--- config.mk ---
export PLATFORM = sky130hd
export DESIGN_NAME = step_dir_receiver
export DESIGN_NICKNAME = d
export VERILOG_FILES = /design/src/rtl/step_dir_pkg.sv /design/src/rtl/step_input_sync.sv /design/src/rtl/step_dir_receiver.sv
export SDC_FILE = /design/constraint.sdc
export NUM_CORES = 1
export LEC_CHECK = 0
export ABC_AREA = 1
export CAP_MARGIN = 20
export CORE_ASPECT_RATIO = 1.2
export CORE_MARGIN = 3
export CORE_UTILIZATION = 45
export DETAILED_ROUTE_END_ITERATION = 7
export GPL_TIMING_DRIVEN = 0
export HOLD_SLACK_MARGIN = 0.15
export PLACE_DENSITY = 0.72
export SLEW_MARGIN = 20
export SYNTH_ARGS = -nofsm -noshare
export SYNTH_HDL_FRONTEND = slang
export SYNTH_SLANG_ARGS = --single-unit
--- constraint.sdc ---
create_clock -name Clock50MHz -period 3.65 [get_ports Clock50MHz]
set_input_delay 0.9125 -clock Clock50MHz [delete_from_list [all_inputs] [get_ports Clock50MHz]]
set_output_delay 0.9125 -clock Clock50MHz [all_outputs]
set_load 0.005 [all_outputs]
--- src/rtl/step_dir_pkg.sv ---
// Shared types and constants for the STEP/DIR receiver.
package step_dir_pkg;

   // Pulse qualification states
   typedef enum logic [1:0] {
      LOW      = 2'd0,
      HIGH_CHK = 2'd1,
      HIGH_OK  = 2'd2
   } step_state_e;

   // Bit positions inside the sticky fault vector
   localparam int FLT_SHORT     = 0;
   localparam int FLT_DIR_SETUP = 1;
   localparam int FLT_DISABLED  = 2;
   localparam int FLT_N         = 3;

   localparam int DEF_PULSES_PER_REV = 384;

endpackage

--- src/rtl/step_input_sync.sv ---
// Two-flop synchronizer for asynchronous pins; both stages clear on reset.
module step_input_sync #(
   parameter int W = 1
) (
   input  logic         clk,
   input  logic         rst,
   input  logic [W-1:0] d,
   output logic [W-1:0] q
);

   logic [W-1:0] meta_q;
   logic [W-1:0] sync_q;

   // Two register stages give metastability time to resolve
   always_ff @(posedge clk or posedge rst) begin
      if (rst) begin
         meta_q <= '0;
         sync_q <= '0;
      end else begin
         meta_q <= d;
         sync_q <= meta_q;
      end
   end

   assign q = sync_q;

endmodule

--- src/rtl/step_dir_receiver.sv ---
// STEP/DIR/ENABLE receiver: qualifies STEP pulses, tracks signed position,
// index within a revolution and (optionally) step period.
// Optional feature: define STEP_PERIOD_MEASURE_EN to build the period counter;
// otherwise PeriodCycles is tied to zero.
module step_dir_receiver
   import step_dir_pkg::*;
#(
   parameter int POS_W          = 16,
   parameter int MIN_HIGH_CYC   = 50,
   parameter int DIR_SETUP_CYC  = 10,
   parameter int PULSES_PER_REV = DEF_PULSES_PER_REV,
   parameter int PER_W          = 24,
   localparam int REV_W         = $clog2(PULSES_PER_REV)
) (
   input  logic             Clock50MHz,
   input  logic             Reset,
   input  logic             StepIn,
   input  logic             DirIn,
   input  logic             EnableN,
   input  logic             ClearPos,
   input  logic             ClearFault,
   output logic [POS_W-1:0] Position,
   output logic [REV_W-1:0] StepInRev,
   output logic             StepStrobe,
   output logic             RevStrobe,
   output logic [PER_W-1:0] PeriodCycles,
   output logic             FaultShort,
   output logic             FaultDirSetup,
   output logic             FaultDisabled
);

   localparam int HC_W = $clog2(MIN_HIGH_CYC + 1);
   localparam int DC_W = $clog2(DIR_SETUP_CYC + 1);
   localparam logic [REV_W-1:0] REV_LAST = REV_W'(PULSES_PER_REV - 1);

   logic step_s, dir_s, en_n_s;

   step_input_sync #(.W(1)) u_sync_step (.clk(Clock50MHz), .rst(Reset), .d(StepIn),  .q(step_s));
   step_input_sync #(.W(1)) u_sync_dir  (.clk(Clock50MHz), .rst(Reset), .d(DirIn),   .q(dir_s));
   step_input_sync #(.W(1)) u_sync_en   (.clk(Clock50MHz), .rst(Reset), .d(EnableN), .q(en_n_s));

   step_state_e      state_q, state_d;
   logic [HC_W-1:0]  hi_cnt_q, hi_cnt_d;
   logic             step_dir_q, step_dir_d;
   logic             dir_prev_q, dir_prev_d;
   logic [DC_W-1:0]  dir_cnt_q, dir_cnt_d;
   logic [POS_W-1:0] pos_q, pos_d;
   logic [REV_W-1:0] rev_q, rev_d;
   logic             step_stb_q, step_stb_d;
   logic             rev_stb_q, rev_stb_d;
   logic [FLT_N-1:0] fault_q, fault_d, fault_set;

   // Pulse qualification, DIR setup tracking, position/index update, faults
   always_comb begin
      state_d    = state_q;
      hi_cnt_d   = hi_cnt_q;
      step_dir_d = step_dir_q;
      pos_d      = pos_q;
      rev_d      = rev_q;
      step_stb_d = 1'b0;
      rev_stb_d  = 1'b0;
      fault_set  = '0;

      // Cycles since last DIR edge, saturating at the setup requirement
      dir_prev_d = dir_s;
      dir_cnt_d  = dir_cnt_q;
      if (dir_s != dir_prev_q)
         dir_cnt_d = '0;
      else if (dir_cnt_q != DC_W'(DIR_SETUP_CYC))
         dir_cnt_d = dir_cnt_q + 1'b1;

      case (state_q)
         LOW: begin
            if (step_s) begin
               state_d    = HIGH_CHK;
               hi_cnt_d   = HC_W'(1);
               step_dir_d = dir_s;
               if (dir_cnt_q < DC_W'(DIR_SETUP_CYC))
                  fault_set[FLT_DIR_SETUP] = 1'b1;
            end
         end
         HIGH_CHK: begin
            if (!step_s) begin
               fault_set[FLT_SHORT] = 1'b1;
               state_d = LOW;
            end else if (hi_cnt_q == HC_W'(MIN_HIGH_CYC - 1)) begin
               // This edge is the MIN_HIGH_CYC-th high sample: accept
               state_d = HIGH_OK;
               if (en_n_s) begin
                  fault_set[FLT_DISABLED] = 1'b1;
               end else if (!ClearPos) begin
                  step_stb_d = 1'b1;
                  if (step_dir_q) begin
                     pos_d = pos_q + POS_W'(1);
                     if (rev_q == REV_LAST) begin
                        rev_d     = '0;
                        rev_stb_d = 1'b1;
                     end else begin
                        rev_d = rev_q + REV_W'(1);
                     end
                  end else begin
                     pos_d = pos_q - POS_W'(1);
                     if (rev_q == '0) begin
                        rev_d     = REV_LAST;
                        rev_stb_d = 1'b1;
                     end else begin
                        rev_d = rev_q - REV_W'(1);
                     end
                  end
               end
            end else begin
               hi_cnt_d = hi_cnt_q + 1'b1;
            end
         end
         HIGH_OK: begin
            if (!step_s)
               state_d = LOW;
         end
         default: state_d = LOW;
      endcase

      // Clear beats a coincident step; the FSM keeps running
      if (ClearPos) begin
         pos_d = '0;
         rev_d = '0;
      end

      // A fault raised this cycle survives a simultaneous clear
      fault_d = (fault_q & ~{FLT_N{ClearFault}}) | fault_set;
   end

   // State and output registers
   always_ff @(posedge Clock50MHz or posedge Reset) begin
      if (Reset) begin
         state_q    <= LOW;
         hi_cnt_q   <= '0;
         step_dir_q <= 1'b0;
         dir_prev_q <= 1'b0;
         dir_cnt_q  <= DC_W'(DIR_SETUP_CYC);
         pos_q      <= '0;
         rev_q      <= '0;
         step_stb_q <= 1'b0;
         rev_stb_q  <= 1'b0;
         fault_q    <= '0;
      end else begin
         state_q    <= state_d;
         hi_cnt_q   <= hi_cnt_d;
         step_dir_q <= step_dir_d;
         dir_prev_q <= dir_prev_d;
         dir_cnt_q  <= dir_cnt_d;
         pos_q      <= pos_d;
         rev_q      <= rev_d;
         step_stb_q <= step_stb_d;
         rev_stb_q  <= rev_stb_d;
         fault_q    <= fault_d;
      end
   end

`ifdef STEP_PERIOD_MEASURE_EN
   logic [PER_W-1:0] per_cnt_q, per_cnt_d;
   logic [PER_W-1:0] per_q, per_d;

   // Free-running saturating counter, sampled and restarted on each step
   always_comb begin
      per_d     = per_q;
      per_cnt_d = (per_cnt_q == '1) ? per_cnt_q : per_cnt_q + 1'b1;
      if (step_stb_d) begin
         per_d     = per_cnt_q;
         per_cnt_d = PER_W'(1);
      end
      if (ClearPos) begin
         per_d     = '0;
         per_cnt_d = '1;
      end
   end

   // Period registers; counter starts saturated so the first step reads all-ones
   always_ff @(posedge Clock50MHz or posedge Reset) begin
      if (Reset) begin
         per_cnt_q <= '1;
         per_q     <= '0;
      end else begin
         per_cnt_q <= per_cnt_d;
         per_q     <= per_d;
      end
   end

   assign PeriodCycles = per_q;
`else
   assign PeriodCycles = '0;
`endif

   assign Position      = pos_q;
   assign StepInRev     = rev_q;
   assign StepStrobe    = step_stb_q;
   assign RevStrobe     = rev_stb_q;
   assign FaultShort    = fault_q[FLT_SHORT];
   assign FaultDirSetup = fault_q[FLT_DIR_SETUP];
   assign FaultDisabled = fault_q[FLT_DISABLED];

endmodule
==> results.yml <==
critical_path:
  cp.required_ns: 3.87
  crit_path_cell_trace: "inv_1 -> ha_1 -> or2_2 -> and2_1 -> a21oi_1 -> nor2_1 -> o21ai_0"
  crit_path_end_kind: "flip-flop"
  worstPathMaxFanout: 19
  cp.arrival_ns: 2.58
  start_kind: "flip-flop"
  path_class: "flip-flop to flip-flop"
  slowest_delay_ns: 0.56
  cp_top_family: "buffers and inverters"
  cp_slowest_cell: "inv_1"
  critPathBufInv: 1
final_layout:
  drive_above_1_share_pct: 9.27
  syn_to_final_growth_pct: 19.2
  nNetsFinal: 578
  diodes: 0
  layout_commonest_cell: "nand2_1"
  utilization_pct: 56.1
  final_cell_mix: "nand2_1, inv_1, nand3_1"
routing:
  drtIter0Drc: 134
  detail_route.wirelength_mm: 7.80
  drc: 0
  vias: 3127
  drt-wirelength-per-cell_um: 12.2
  ant_nets: 0
  drt_pass1_iterations: 4
  viasPerCell: 4.89
sta:
  drv_slew: 0
  finalCritPeriodShare_pct: 64.9
  finalClockSkew_ns: 0.00571
  hold_viol: 0
  worstMarginPinSlew_ns: 0.744
  slew-limit-headroom_pct: 50.4
  rsz0062_at_grt: "false"
  min_period_ns: 2.37
  fin_hold_ws_ns: 0.356
  finalSetupTns_ns: 0
  fmax_mhz: 422
  setup_slack_ns: 1.28
  setup_viol: 0
floorplanning:
  die_h_um: 102
  core.rowCount: 34
  pin_count: 61
  chipWidth_um: 86.3
  initial_core_util_pct: 47.0
  dieArea_um2: 8830
  core_um2: 7400
global_route:
  grt_max_degree: 28
  overflow: 0
  grt_pass1_wl_mm: 13.3
  grt_use_total_pct: 18.5
  antenna_found_initial: 0
  grt_pass1_vias: 3040
yosys:
  syn_area_um2: 3480
  synthArstFlopShare_pct: 100
  syn_area_per_cell_um2: 7.21
  synth_top_flop_cell: "dfrtp_1"
  seq_area_frac_synth_pct: 36.0
  synth.distinct_cells: 36
  ys_ff_latch: 50
  yosys_warnings: 0
  synthCells: 483
  synth_edf_count: 0
clock_tree:
  path_clk_slew_ns: 0.10
  numCtsBuffers: 5
  clockBufferDepth: 2
  post-cts-setup-buffer-count: 0
  cts_sinks: 50
  postCtsResizedCells: 0
  cts_tree: "built"
  clkLatencyLatePin_ns: 0.30
  cts-root-buf: "clkbuf_8"
  holdBufCountCts: 0
  ctsHtreeMaxLevel: 2
pwr:
  clkPwrFrac_pct: 28.3
  p_switching_mw: 0.351
  p_per_area_nw_per_um2: 279
  p_int_mw: 0.807
  combPwrFrac_pct: 20.0
  finalPower_mw: 1.16
  peakVddDrop_v: 0.000167
  total_leakage_power_nw: 2.24
  seq_power_share_pct: 51.7
  p_sw_share_pct: 30.3
placement:
  place_hpwl_mm: 5.84
  place_congestion: 0.955
  portBuffers: 36
  pre_cts_ws_ns: 1.10
hold_path:
  worstHoldPathType: "flip-flop to flip-flop"
run_status:
  status: "completed"
job:
  drv_cap: 0
==> power groups by stage <==
| stage | Clock [mW] | Combinational [mW] | Sequential (mW) |
|---|---|---|---|
| 2_1_floorplan | 0 | 0.172 | 0.606 |
| 3_3_place_gp | 0 | 0.219 | 0.609 |
| 3_5_place_dp | 0 | 0.230 | 0.610 |
| 4_1_cts | 0.343 | 0.232 | 0.599 |
| 5_1_grt | 0.367 | 0.262 | 0.604 |
| 6_report | 0.328 | 0.231 | 0.599 |
==> path summary, 6_finish.rpt <==
| check | from | endpoint | slack (ns) | cells after the start |
|---|---|---|---|---|
| worst max register to register | step_dir_q$_DFFE_PP0P_ | Position[8]$_DFFE_PP0P_ | 1.28 | 7 |
| min in group asynchronous | Reset | u_sync_step.q$_DFF_PP0_ | 1.01 | 2 |
| max in group asynchronous | Reset | Position[3]$_DFFE_PP0P_ | 2.11 | 3 |
| worst min register to register | u_sync_en.meta_q$_DFF_PP0_ | u_sync_en.q$_DFF_PP0_ | 0.36 | 0 |
| worst max-delay path | step_dir_q$_DFFE_PP0P_ | Position[8]$_DFFE_PP0P_ | 1.28 | 7 |
| worst min-delay path | u_sync_en.meta_q$_DFF_PP0_ | u_sync_en.q$_DFF_PP0_ | 0.36 | 0 |
==> Yosys cell counts (2+ instances only) <==
cell type	number	area [um^2]
xnor2_1	5	43.8
nor2_1	31	116
nand4_1	7	43.8
nand3_1	57	285
xor2_1	6	52.6
ha_1	20	250
clkbuf_1	2	7.51
a21oi_1	14	70.1
or2_2	3	18.8
dfrtp_1	48	1200
nor3_1	4	20.0
o22ai_1	3	18.8
inv_1	67	251
o31ai_1	3	22.5
a21oi_2	2	17.5
nand3b_1	4	30.0
dfstp_2	2	52.6
nor2_2	2	12.5
o21ai_0	21	105
buf_4	24	180
buf_6	2	22.5
nand2_1	142	533
==> cell type report <==
type / count / area, um^2
Fill cell: 713 / 3250
Multi-Input combinational cell: 358 / 1840
Sequential cell: 50 / 1250
Timing Repair Buffer: 37 / 388
Inverter: 69 / 259
Buffer: 29 / 215
Tap cell: 90 / 113
Clock buffer: 5 / 68.8
Clock inverter: 2 / 13.8
==> state kept, by name (all words and copies together) (netlist names) <==
| signal | flops |
|---|---|
| fault_q | 3 |
| RevStrobe | 1 |
| u_sync_dir.q | 1 |
| u_sync_step.q | 1 |
| u_sync_en.meta_q | 1 |
| StepInRev | 9 |
| u_sync_en.q | 1 |
| step_dir_q | 1 |
| StepStrobe | 1 |
| hi_cnt_q | 6 |
| state_q | 2 |
| u_sync_dir.meta_q | 1 |
| u_sync_step.meta_q | 1 |
| dir_prev_q | 1 |
| dir_cnt_q | 4 |
| Position | 16 |
==> kinds of logic after synthesis <==
| kind of cell | share of synthesized area (%) |
|---|---|
| other | 0.108 |
| AO/OA/AOI/OAI | 7.33 |
| adder cells (fa/ha/maj) | 7.76 |
| flip-flops | 36.0 |
| buffers and inverters | 13.6 |
| AND/OR/NAND/NOR | 32.4 |
| XOR/XNOR | 2.77 |
==> stage by stage <==
stage          cell area, um^2  cells
2_1_floorplan             3570    506
6_report                  4150    640
4_1_cts                   4150    640
3_3_place_gp              4040    632
3_5_place_dp              4070    633
5_1_grt                   4150    640
==> routing by layer <==
layer	part of all wire, %	up-vias	track usage, %
met3	3.8	12	2.50
met4	1.4	0	5.88
met1	44	1411	21.9
met5	0	-	0
met2	50	74	34.5
li1	-	1630	-
No activity file was read; power rests on OpenSTA's default activity.
